--- config.mk ---
export PLATFORM = sky130hd
export DESIGN_NAME = spi_master
export DESIGN_NICKNAME = d
export VERILOG_FILES = /design/src/rtl/spi_master.sv
export SDC_FILE = /design/constraint.sdc
export NUM_CORES = 1
export LEC_CHECK = 0
export CAP_MARGIN = 10
export CORE_MARGIN = 3
export CORE_UTILIZATION = 45
export DETAILED_ROUTE_END_ITERATION = 12
export GPL_TIMING_DRIVEN = 0
export PLACE_DENSITY = 0.68
export SYNTH_ARGS = -nofsm -noshare
export SYNTH_HDL_FRONTEND = slang
export SYNTH_SLANG_ARGS = --single-unit
--- constraint.sdc ---
create_clock -name clk -period 2.1 [get_ports clk]
set_input_delay 0.42 -clock clk [delete_from_list [all_inputs] [get_ports clk]]
set_output_delay 0.42 -clock clk [all_outputs]
set_load 0.01 [all_outputs]
--- src/rtl/spi_master.sv ---
// rtl/spi_master.sv - SPI mode-0 master, 8-bit full-duplex transfers, MSB first
module spi_master #(
  parameter int DIV   = 2,
  parameter int WIDTH = 8
) (
  input  logic             clk,
  input  logic             rst,
  input  logic             start,
  input  logic [WIDTH-1:0] tx_data,
  output logic [WIDTH-1:0] rx_data,
  output logic             rdy,
  output logic             busy,
  output logic             ss,
  output logic             sclk,
  output logic             mosi,
  input  logic             miso
);

  localparam logic [2:0] S_IDLE = 3'd0;
  localparam logic [2:0] S_LEAD = 3'd1;
  localparam logic [2:0] S_HIGH = 3'd2;
  localparam logic [2:0] S_LOW  = 3'd3;
  localparam logic [2:0] S_DONE = 3'd4;

  // Last value of the half-period counter and of the bit counter.
  localparam logic [7:0] DIV_LAST = 8'(DIV - 1);
  localparam logic [2:0] BIT_LAST = 3'(WIDTH - 1);

  logic [2:0]       state;
  logic [7:0]       div_cnt;
  logic [2:0]       bit_cnt;
  logic [WIDTH-1:0] tx_shift;
  logic [WIDTH-1:0] rx_shift;
  logic             phase_end;

  // A half-period of sclk ends when the divider has counted DIV cycles.
  assign phase_end = (div_cnt == DIV_LAST);

  // Transfer sequencer: drives ss/sclk/mosi, samples miso on each sclk rise.
  always_ff @(posedge clk) begin
    if (rst) begin
      state    <= S_IDLE;
      div_cnt  <= 8'd0;
      bit_cnt  <= 3'd0;
      tx_shift <= '0;
      rx_shift <= '0;
      rx_data  <= '0;
      rdy      <= 1'b0;
      busy     <= 1'b0;
      ss       <= 1'b1;
      sclk     <= 1'b0;
      mosi     <= 1'b0;
    end else begin
      rdy <= 1'b0;
      case (state)
        S_IDLE: begin
          if (start) begin
            tx_shift <= tx_data;
            ss       <= 1'b0;
            mosi     <= tx_data[WIDTH-1];
            busy     <= 1'b1;
            bit_cnt  <= 3'd0;
            div_cnt  <= 8'd0;
            state    <= S_LEAD;
          end
        end
        // The lead-in and every later low phase end the same way: sclk rises
        // and the bit the slave presented during the low phase is captured.
        S_LEAD, S_LOW: begin
          if (phase_end) begin
            div_cnt  <= 8'd0;
            sclk     <= 1'b1;
            rx_shift <= {rx_shift[WIDTH-2:0], miso};
            state    <= S_HIGH;
          end else begin
            div_cnt <= div_cnt + 8'd1;
          end
        end
        S_HIGH: begin
          if (phase_end) begin
            div_cnt <= 8'd0;
            sclk    <= 1'b0;
            bit_cnt <= bit_cnt + 3'd1;
            if (bit_cnt == BIT_LAST) begin
              state <= S_DONE;
            end else begin
              tx_shift <= tx_shift << 1;
              mosi     <= tx_shift[WIDTH-2];
              state    <= S_LOW;
            end
          end else begin
            div_cnt <= div_cnt + 8'd1;
          end
        end
        S_DONE: begin
          ss      <= 1'b1;
          mosi    <= 1'b0;
          busy    <= 1'b0;
          rdy     <= 1'b1;
          rx_data <= rx_shift;
          state   <= S_IDLE;
        end
        default: state <= S_IDLE;
      endcase
    end
  end

endmodule

==> qor.txt, run 1 <==
Outcome: finished, final reports clean
Pwr Density: 747 nW/µm²
Antenna violations before repair: 0
Period utilization: 87.4%
Max_slew headroom: 44.3%
MaxCap Viol Count: 0
Setup TNS: 0 ps
CTS tree: done
Yosys Warn Count: 0
P&R area growth vs syn: 22.6%
Finish-stage setup viols: 0
Initial DRC count: 92
Multi-input logic area: 882 µm²
Syn nets: 201
Max-slew violation count: 0
Critical-path top delay cell: dfxtp_1
Final GP Congestion: 0.781
Skew final: 3.52 ps
First-pass GRT wire length: 6790 µm
Total number of vias: 1475
Clock-pin slew on the worst setup and hold paths: 80 ps
# fillers: 320
H-tree levels: 2
Setup Crit Path Kind: flip-flop to flip-flop
Util after Layout: 59.0%
Psw: 390 µW
Share of layout cells above drive strength 1: 9.22%
Via count of the first global-routing pass: 1515
Peak VDD IR: 0.485 mV
Synth top area share: 46.3%
Routed WL per cell: 14.0 µm
RSZ-0062 raised after global routing: no
Ys async rst share: 0%
CTS Buffer Depth: 2
Logic pwr share: 11.6%
Pint: 1270 µW
DRC: 0
Port Buffers: 23
Clk pwr share: 37.6%
Ys flop type: dfxtp_1
Max Fclk: 545 MHz
Core area: 3770 µm²
Sequential fraction of the synthesis area: 46.3%
Critical path endpoint category: flip-flop
Drt first pass iters: 4
CTS Root Cell: clkbuf_8
Final nets: 232
CTS sink cnt: 42
Hold_ws: 459 ps
Antenna Nets Post-Route: 0
# IOs: 25
Syn avg cell area: 9.81 µm²
Final WL: 3710 µm
Dominant cell type by area after synthesis: dfxtp_1
CP required: 2290 ps
Die H: 69.5 µm
Total GRT Usage: 17.0%
WP buf/inv: 1
Die area: 4830 µm²
Worst Path Arrival: 2030 ps
Die Wd: 69.5 µm
Clock latency on the worst-skew pair: 290 ps
Synth Cell Area: 1810 µm²
Post-synth EDFFs: 0
CP max FO: 10
Starting density of the core: 48.1%
Final hold viol count: 0
Ordered cell list for the critical path: nor3b_4 -> buf_4 -> nand3_1 -> and3_1 -> o21a_1
Nature of the critical path startpoint: flip-flop
Register Area: 841 µm²
Worst-Margin Slew: 836 ps
CP max stage delay: 460 ps
Tmin final: 1840 ps
Yosys cell types: 42
Delay-heaviest family, CP: simple AND/OR/NAND/NOR gates
Hold Crit Class: flip-flop to flip-flop
Sw frac: 23.5%
TritonCTS Buffers: 5
Synthesized flop and latch total: 42
Vias per inst: 5.57
Row count: 22
Global route overflow: 0
ANT cells: 0
Largest net degree at the start of global routing: 14
Ranking of synthesized cells by area: dfxtp_1 (46%), mux2i_1 (4.4%), a221oi_1 (3.9%), a22o_1 (3.9%), nor2_1 (3.5%)
Syn Inst Count: 185
Flop pwr share: 50.8%
Leakage power: 0.000861 µW
Hpwl dp: 2660 µm
-- worst paths after layout --
check / start / endpoint / slack (ps) / cells after the start
min reg2reg: ss / ss / 460 / 2
max: state[1] / bit_cnt[0] / 260 / 5
min: ss / ss / 460 / 2
max reg2reg: state[1] / bit_cnt[0] / 260 / 5
-- layout make-up --
| cell class | count | share of cell area, % |
|---|---|---|
| Multi-Input combinational cell | 123 | 39.7 |
| Sequential cell | 42 | 37.8 |
| Timing Repair Buffer | 24 | 10.7 |
| Clock buffer | 6 | 3.26 |
| Buffer | 12 | 2.81 |
| Tap cell | 48 | 2.70 |
| Clock inverter | 2 | 1.69 |
| Inverter | 8 | 1.35 |
-- power groups by stage --
stage / sequential [µW] / clock [µW] / combinational [µW]
floorplan: 861 / 0 / 123
global route: 848 / 674 / 220
detailed placement: 861 / 0 / 190
finish: 843 / 625 / 193
CTS: 843 / 637 / 191
global placement: 860 / 0 / 186
-- Yosys cell counts, drive strengths merged (2+ instances only) --
| library cell | count |
|---|---|
| nand3b | 2 |
| ha | 4 |
| buf | 6 |
| nor2 | 17 |
| o21ai | 7 |
| a221oi | 8 |
| a22o | 8 |
| and3 | 2 |
| dfxtp | 42 |
| and2 | 2 |
| a211oi | 6 |
| a21oi | 7 |
| clkbuf | 6 |
| nor3 | 5 |
| nor3b | 3 |
| xnor2 | 4 |
| inv | 8 |
| nor2b | 3 |
| mux2i | 8 |
| nand3 | 8 |
| or3 | 5 |
| nand2 | 5 |
| nand4b | 3 |
| and2b | 3 |
-- flip-flops by register name, summed over array words and instances (netlist names) --
register and count:
div_cnt 8, rx_data 8, rx_shift 8, tx_shift 7
bit_cnt 3, state 3, busy 1, mosi 1
rdy 1, sclk 1, ss 1
-- kinds of logic (layout without fill, tap and decap cells) --
| logic type | count (synthesis) | count (layout) | share of synthesized area [%] |
|---|---|---|---|
| and+or+nand+nor | 62 | 62 | 21.3 |
| xor gates and xnor gates | 5 | 5 | 2.41 |
| DFF | 42 | 42 | 46.3 |
| muxes | 8 | 8 | 4.41 |
| adders and majority gates | 4 | 4 | 2.76 |
| buffers and inverters | 20 | 52 | 5.03 |
| AOI/OAI and AO/OA | 44 | 44 | 17.7 |
-- metal layers --
layer	global-route usage [%]	up-vias	wire, µm
met4	7.16	0	72
met2	26.1	23	1730
li1	-	734	-
met5	0	-	0
met3	3.62	8	121
met1	23.2	710	1790
-- cell usage in the layout (no fill, tap or decap), types with 5 or more instances in the layout --
master and n:
a211oi_1 6, a21oi_1 7, a221oi_1 8, a22o_1 8, clkbuf_1 6, clkbuf_8 5
clkdlybuf4s50_1 23, dfxtp_1 42, inv_1 8, mux2i_1 8, nand2_1 5, nand3_1 8
nor2_1 17, o21ai_0 7, or3_1 5
-- tightest hold or removal path, stage by stage, from the launching register on --
cell and delay, ps:
dfxtp_1 320, nand2_1 50, nand2_1 40
-- metrics by stage --
stage,instance area [µm²],setup slack (ps),instances,total power [µW]
after floorplan,1810,430,185,984
after global placement,2100,47.5,256,1050
after detailed placement,2100,12.2,256,1050
after CTS,2210,204,264,1670
after global routing,2220,112,265,1740
final,2220,265,265,1660
-- what timing repair did --
item                                    4_1_cts  5_1_grt
hold buffers                                  0        0
endpoints found under the setup margin        0        2
resized for setup                             0        2
hold endpoints to repair                      0        0
buffers inserted                              0        1
Power figures use the tool's default switching activity.
==> run 2, diff against run 1 <==
Settings changed: CAP_MARGIN 10 to not set.
==> results of run 2 <==
No change in the layout: final DEF, timing and power equal those of run 1.
